`src/rtl/gfx_cmd_queue.sv`:
```
// Command FIFO and sequencer feeding graphics_processor: queues draw commands and
// issues them one at a time, holding gp_en until gp_finish and forcing a low gap.
package gfx_cmd_queue_pkg;

    typedef struct packed {
        logic        opcode;
        logic [9:0]  tl_x;
        logic [8:0]  tl_y;
        logic [9:0]  br_x;
        logic [8:0]  br_y;
        logic [11:0] arg;
    } gfx_cmd_t;

endpackage

module gfx_cmd_queue
    import gfx_cmd_queue_pkg::*;
#(
    parameter int unsigned DEPTH = 16,
    parameter int unsigned AW    = $clog2(DEPTH)
) (
    input  logic          clk,
    input  logic          rst_n,
    input  logic          cmd_valid,
    output logic          cmd_ready,
    input  logic          cmd_opcode,
    input  logic [9:0]    cmd_tl_x,
    input  logic [8:0]    cmd_tl_y,
    input  logic [9:0]    cmd_br_x,
    input  logic [8:0]    cmd_br_y,
    input  logic [11:0]   cmd_arg,
    output logic          gp_en,
    output logic          gp_opcode,
    output logic [9:0]    gp_tl_x,
    output logic [8:0]    gp_tl_y,
    output logic [9:0]    gp_br_x,
    output logic [8:0]    gp_br_y,
    output logic [11:0]   gp_arg,
    input  logic          gp_finish,
    output logic          cmd_done,
    output logic [AW:0]   count,
    output logic          idle
);

    typedef enum logic [1:0] {
        ST_IDLE  = 2'd0,
        ST_ISSUE = 2'd1,
        ST_GAP   = 2'd2
    } state_t;

    localparam logic [AW:0] FULL_COUNT = (AW+1)'(DEPTH);

    gfx_cmd_t      mem [DEPTH];
    logic [AW-1:0] wr_ptr_q;
    logic [AW-1:0] rd_ptr_q;
    logic [AW:0]   count_q;
    logic [AW:0]   count_d;
    state_t        state_q;
    state_t        state_d;
    gfx_cmd_t      cmd_in_c;
    gfx_cmd_t      gp_cmd_q;
    logic          push_c;
    logic          pop_c;
    logic          gp_en_d;
    logic          cmd_done_d;

    assign cmd_in_c = {cmd_opcode, cmd_tl_x, cmd_tl_y, cmd_br_x, cmd_br_y, cmd_arg};
    // cmd_ready is registered, so a push in the same cycle as a full-queue pop is refused
    assign push_c   = cmd_valid && cmd_ready;

    // Sequencer: pop in IDLE, hold in ISSUE until finish, one forced-low GAP cycle
    always_comb begin
        state_d    = state_q;
        gp_en_d    = 1'b0;
        cmd_done_d = 1'b0;
        pop_c      = 1'b0;
        case (state_q)
            ST_IDLE: begin
                if (count_q != '0) begin
                    pop_c   = 1'b1;
                    gp_en_d = 1'b1;
                    state_d = ST_ISSUE;
                end
            end
            ST_ISSUE: begin
                if (gp_finish) begin
                    cmd_done_d = 1'b1;
                    state_d    = ST_GAP;
                end else begin
                    gp_en_d = 1'b1;
                end
            end
            ST_GAP: begin
                state_d = ST_IDLE;
            end
            default: begin
                state_d = ST_IDLE;
            end
        endcase
    end

    always_comb begin
        count_d = count_q;
        case ({push_c, pop_c})
            2'b10:   count_d = count_q + (AW+1)'(1);
            2'b01:   count_d = count_q - (AW+1)'(1);
            default: count_d = count_q;
        endcase
    end

    // Storage array carries no reset; stale contents are unreachable once pointers clear
    always_ff @(posedge clk) begin
        if (push_c) begin
            mem[wr_ptr_q] <= cmd_in_c;
        end
    end

    always_ff @(posedge clk or negedge rst_n) begin
        if (!rst_n) begin
            state_q   <= ST_IDLE;
            wr_ptr_q  <= '0;
            rd_ptr_q  <= '0;
            count_q   <= '0;
            gp_en     <= 1'b0;
            gp_cmd_q  <= '0;
            cmd_done  <= 1'b0;
            cmd_ready <= 1'b1;
            idle      <= 1'b1;
        end else begin
            state_q   <= state_d;
            count_q   <= count_d;
            gp_en     <= gp_en_d;
            cmd_done  <= cmd_done_d;
            cmd_ready <= (count_d != FULL_COUNT);
            idle      <= (count_d == '0) && (state_d == ST_IDLE);
            if (push_c) begin
                wr_ptr_q <= wr_ptr_q + AW'(1);
            end
            if (pop_c) begin
                rd_ptr_q <= rd_ptr_q + AW'(1);
                gp_cmd_q <= mem[rd_ptr_q];
            end
        end
    end

    assign count     = count_q;
    assign gp_opcode = gp_cmd_q.opcode;
    assign gp_tl_x   = gp_cmd_q.tl_x;
    assign gp_tl_y   = gp_cmd_q.tl_y;
    assign gp_br_x   = gp_cmd_q.br_x;
    assign gp_br_y   = gp_cmd_q.br_y;
    assign gp_arg    = gp_cmd_q.arg;

endmodule

```
`config.mk`:
```
export PLATFORM = sky130hd
export DESIGN_NAME = gfx_cmd_queue
export DESIGN_NICKNAME = d
export VERILOG_FILES = /design/src/rtl/gfx_cmd_queue.sv
export SDC_FILE = /design/constraint.sdc
export NUM_CORES = 1
export LEC_CHECK = 0
export CELL_PAD_IN_SITES_DETAIL_PLACEMENT = 0
export CELL_PAD_IN_SITES_GLOBAL_PLACEMENT = 1
export CORE_ASPECT_RATIO = 1.2
export CORE_MARGIN = 2
export CORE_UTILIZATION = 45
export DETAILED_ROUTE_END_ITERATION = 7
export PLACE_DENSITY_LB_ADDON = 0.1
export SLEW_MARGIN = 15
export SYNTH_ARGS = -nofsm -noshare
export SYNTH_HDL_FRONTEND = slang
export SYNTH_SLANG_ARGS = --single-unit
```
`constraint.sdc`:
```
create_clock -name clk -period 5.9 [get_ports clk]
set_clock_uncertainty 0.2 [all_clocks]
set_input_delay 0.885 -clock clk [delete_from_list [all_inputs] [get_ports clk]]
set_output_delay 0.885 -clock clk [all_outputs]
set_load 0.02 [all_outputs]
```
After elaboration in Yosys (flattened, before gate mapping)
Memories as Yosys holds them, arrays and structs flattened. A register that Yosys moved wholly into a read port is not among the register bits.
Index checks and enable logic that the tools add are counted.
Operators by class
  equality and inequality tests: 4
  add/subtract/negate cells: 4
  reduce and logical (&&, ||, !) cells: 7
  mux-type cells: 12
Operators by type and width (count)
  5-bit case mux with 2 select lines: 1
  4-bit by 1-bit adder with 4-bit output, second input constant: 2
  1-bit two-way mux: 7
  5-bit by 1-bit adder with 5-bit output, second input constant: 1
  5-bit zero test: 1
  5-bit != test, second input constant: 1
  5-bit nonzero test: 1
  5-bit by 1-bit subtractor with 5-bit output, second input constant: 1
  2-bit by 1-bit equality test with 1-bit output, second input constant: 2
  2-bit zero test: 2
  2-bit two-way mux: 2
  2-bit case mux with 2 select lines: 1
  2-bit equality test, second input constant: 1
  1-bit logical AND: 2
  1-bit case mux with 2 select lines: 1
  1-bit zero test: 1
Storage, ports and cells
  flip-flop bits (word level): 19
  memories kept: 1
  memory bits (writable): 816
  output and inout bits: 60
Memory list
  mem: words 16, bits a word 51, rd ports 1, clocked after memory_dff 1, write ports 1, line 53  | gfx_cmd_t mem [DEPTH];

Longest topological paths before layout
  depth in word-level cells: 7
  depth in mapped cells: 15

Least setup slack after synthesis
OpenSTA, ideal clock, no wires.
  path type: input port to flip-flop
  start point: input cmd_valid
  end point: memory mem[3][0] (netlist bit) (enable)
  arrival: 4912 ps
  path buffers: 1
  data required time: 5178 ps
  setup slack: 266 ps
  stages on the path: 4
  cell sequence: and2_1 -> clkbuf_1 -> nand2_1 -> nor3_1
Between the ends
  cells in the longest elaborated chain, start to end: 3
RTL lines
  start: declaration: line 24  | input logic cmd_valid,
  1-bit logical AND: line 69  | assign push_c = cmd_valid && cmd_ready;
  1-bit two-way mux: line 113  | if (push_c) begin
  1-bit two-way mux (not written as such): line 114  | mem[wr_ptr_q] <= cmd_in_c;
  end: declaration: line 53
Every way passes these cells.

Final worst setup path
  start point: register count_q[2] (netlist: count[2])
  end point: register idle
Between the ends
  cells in the longest elaborated chain, start to end: 7
  elaborated cells between the ends (all ways): 13
  classes of those cells: 2 x add/sub; 2 x eq/ne; 5 x mux; 4 x reduce/logical
RTL lines
  start: declaration: line 56  | logic [AW:0] count_q;
  start signal: assignment: line 131  | count_q <= count_d;
  5-bit nonzero test (*): line 79  | if (count_q != '0) begin
  1-bit two-way mux (*): line 79
  1-bit two-way mux (*): line 77  | case (state_q)
  named net pop_c: line 63  | logic pop_c;
  2-bit by 1-bit equality test with 1-bit output / 2-bit equality test (equally long branches): line 104  | case ({push_c, pop_c})
  5-bit case mux with 2 select lines (*): line 104
  named net count_d[2]: line 57  | logic [AW:0] count_d;
  5-bit zero test (*): line 135  | idle <= (count_d == '0) && (state_d == ST_IDLE);
  1-bit logical AND (*): line 135
  end signal: assignment: line 135
  end: declaration: line 42  | output logic idle
The timed path passes the listed nets; every way through them passes the cells marked *.
A chain may end at the register's enable or synchronous reset.

==> results.cfg <==
[timing]
rsz0062_at_grt = no
tightest_slew_ps = 986
slew_headroom_pct = 34.3
finalMaxSlewViolations = 0
period_minus_slack_ps = 3350
tns_ps = 0
finalSetupViolCount = 0
fin_crit_sh_pct = 56.8
max_clock_freq_mhz = 299
report.final.hold_viol_count = 0

[critical_path]
required_ps = 6230
cp_max_fo = 10
path_delay_family = simple AND/OR/NAND/NOR gates
arrival_ps = 3680
cpMaxStageDelayCell = or4_4
endpoint_kind = flop
max_stage_delay_ps = 580
start_kind = flop
worst-path-buf-inv = 1
crit_chain = or4_4 > nor2_1 > or3_2 > inv_4 > ha_1 > xor2_1 > ha_1 > a21oi_1 > mux2i_1 > xnor2_1 > nor2_1 > nor4bb_1
critPathKind = flop to flop
r2r_slack_ps = 2550

[placement]
gp_congestion = 0.728
place.port_buffers = 114
place_area_mm2 = 0.0364
dp.cells = 2547
place.detailed.hpwl_mm = 42.6

[clock_network]
post_cts_resize_count = 0
htreeDepth = 3
post_cts_buffers = 0
cts.sinks = 886
cts_buffers = 88
cts.path.max_buffers = 3
clock_latency_ps = 640
cts_tree = done
cts_root_buffer = clkbuf_16
cts.reportedPaths.clkPinSlew_ps = 60
cts_hold_buf = 0

[global_route]
grt_pass1_wl_mm = 112
grt_max_degree = 80
grt_overflow = 0
antenna_found_initial = 1
grt_usage_pct = 20.0
grt_pass1_vias = 16229

[logic_synthesis]
ys_top_cells_by_area = edfxtp_1 72%, mux4_2 14%, dfrtp_1 5.0%, mux2i_1 3.0%, o221ai_2 2.2%
synth.net_count = 1530
synth.distinct_cells = 43
synth_warnings = 0
yosys.area.top_type_share_pct = 72.3
syn-cell-area_mm2 = 0.0339
synthCells = 1467
synth_common_cells = 816 x edfxtp_1, 204 x mux4_2, 103 x mux2i_1, 68 x dfrtp_1, 62 x nand2_1
synth_top_area_cell = edfxtp_1
async_flop_share_pct = 7.90
ys_seq_area_share_pct = 77.5
yosysMostFrequentCell = edfxtp_1
synth.avg_cell_area_um2 = 23.1
synth_edf_count = 816
ys_ff_latch = 886
ys.flop_type = edfxtp_1

[floorplanning]
core_mm2 = 0.0747
num_rows = 110
ios = 115
dieHeight_um = 305
start_util_pct = 45.3
die_area_mm2 = 0.0775
die_w_um = 255

[layout]
syn_to_final_growth_pct = 16.0
drive_gt1_share_pct = 26.2
fin_area_mm2 = 0.0393
instances_no_fill = 2713
finish.net_count = 1692
fillCellCount = 5792
regArea_mm2 = 0.0263
utilization_pct = 52.6
multi_input_comb_area_mm2 = 0.00725

[routing]
wl_mm = 75.4
first_pass_iters = 5
viasPerCell = 5.59
vias = 15172
drcViolationCount = 0
drt_iter0_drc = 1192
post_drt_wl_per_cell_um = 27.8
postRouteAntennaNets = 0

[run]
maxCapViolations = 0

[pwr]
leakage_nw = 12.7
p_per_area_mw_per_mm2 = 496
total_power_mw = 19.5
ir_drop_v = 0.000336

[run_status]
status = complete, no violations

[hold_path]
hold_class = input port to asynchronous set/reset pin
state kept, by name (all words and copies together), names as in the netlist:
name       count
cmd_done       1
cmd_ready      1
count          5
gp_arg        12
gp_br_x       10
gp_br_y        9
gp_en          1
gp_opcode      1
gp_tl_x       10
gp_tl_y        9
idle           1
mem          816
rd_ptr_q       4
state_q        2
wr_ptr_q       4
report_power, final:
group | internal, mW | switching [mW]
combinational | 2.53 | 3.06
sequential | 7.71 | 0.533
clock | 3.35 | 2.29
total | 13.6 | 5.89
cell type report:
cell class | count | area share (%)
Multi-Input combinational cell | 493 | 18.4
Clock inverter | 36 | 0.958
Clock buffer | 129 | 6.49
Timing Repair Buffer | 154 | 3.98
Tap cell | 1008 | 3.21
Antenna cell | 1 | 0.00637
Sequential cell | 886 | 66.8
Inverter | 6 | 0.0637
cell families after synthesis:
family	count (synthesis)	synth area share (%)
DFF	886	77.5
muxes	308	16.6
and+or+nand+nor	102	1.35
buffers and inverters	88	1.47
AOI/OAI and AO/OA	63	2.47
xor gates and xnor gates	12	0.310
adders and majority gates	8	0.295
worst paths after layout:
check	from	to	depth (start not counted)
worst max-delay path	count[2]	idle	12
worst max register to register	count[2]	idle	12
max in group asynchronous	rst_n	rd_ptr_q[1]	2
min in group clk	gp_br_y[2]	gp_br_y[2]	2
worst min register to register	gp_br_y[2]	gp_br_y[2]	2
worst min-delay path	rst_n	gp_br_y[4]	1
metrics by stage:
step,hold WS [ps],worst slack (ps)
after floorplan,285,266
final,139,2550
after CTS,135,2550
after global placement,273,1970
after global routing,165,2260
after detailed placement,281,1950
placed cells by master (no fill, tap or decap), drive strengths merged:
master,netlist,routed
o31ai,2,2
nand2,63,63
nand3b,2,2
a31oi,1,1
xnor2,8,8
nor2b,2,2
a211o,1,1
mux4,204,204
o21ai,2,2
or3,1,1
inv,6,8
a21oi,4,4
and2,1,1
nor3,5,5
nand3,1,1
mux2i,103,103
clkbuf,43,129
nor2,17,17
o221ai,51,51
a22oi,1,1
nor4bb,1,1
xor2,4,4
clkdlybuf4s50,0,113
buf,39,41
mux2,1,1
nand2b,3,3
diode,0,1
and3,2,2
ha,8,8
or4,1,1
nand4b,1,1
dfstp,2,2
clkinvlp,0,1
a32oi,1,1
edfxtp,816,816
bufinv,0,8
dfrtp,68,68
nand4,2,2
clkinv,0,25
metal layers:
metal,vias up,routed length (um),track usage [%],part of all wire [%]
li1,6510,-,-,-
met1,8216,32700,27.8,43
met2,365,37700,32.9,50
met3,81,3650,3.32,4.8
met4,0,1380,5.69,1.8
met5,-,0,0,0
(Power assumes the default switching activity.)
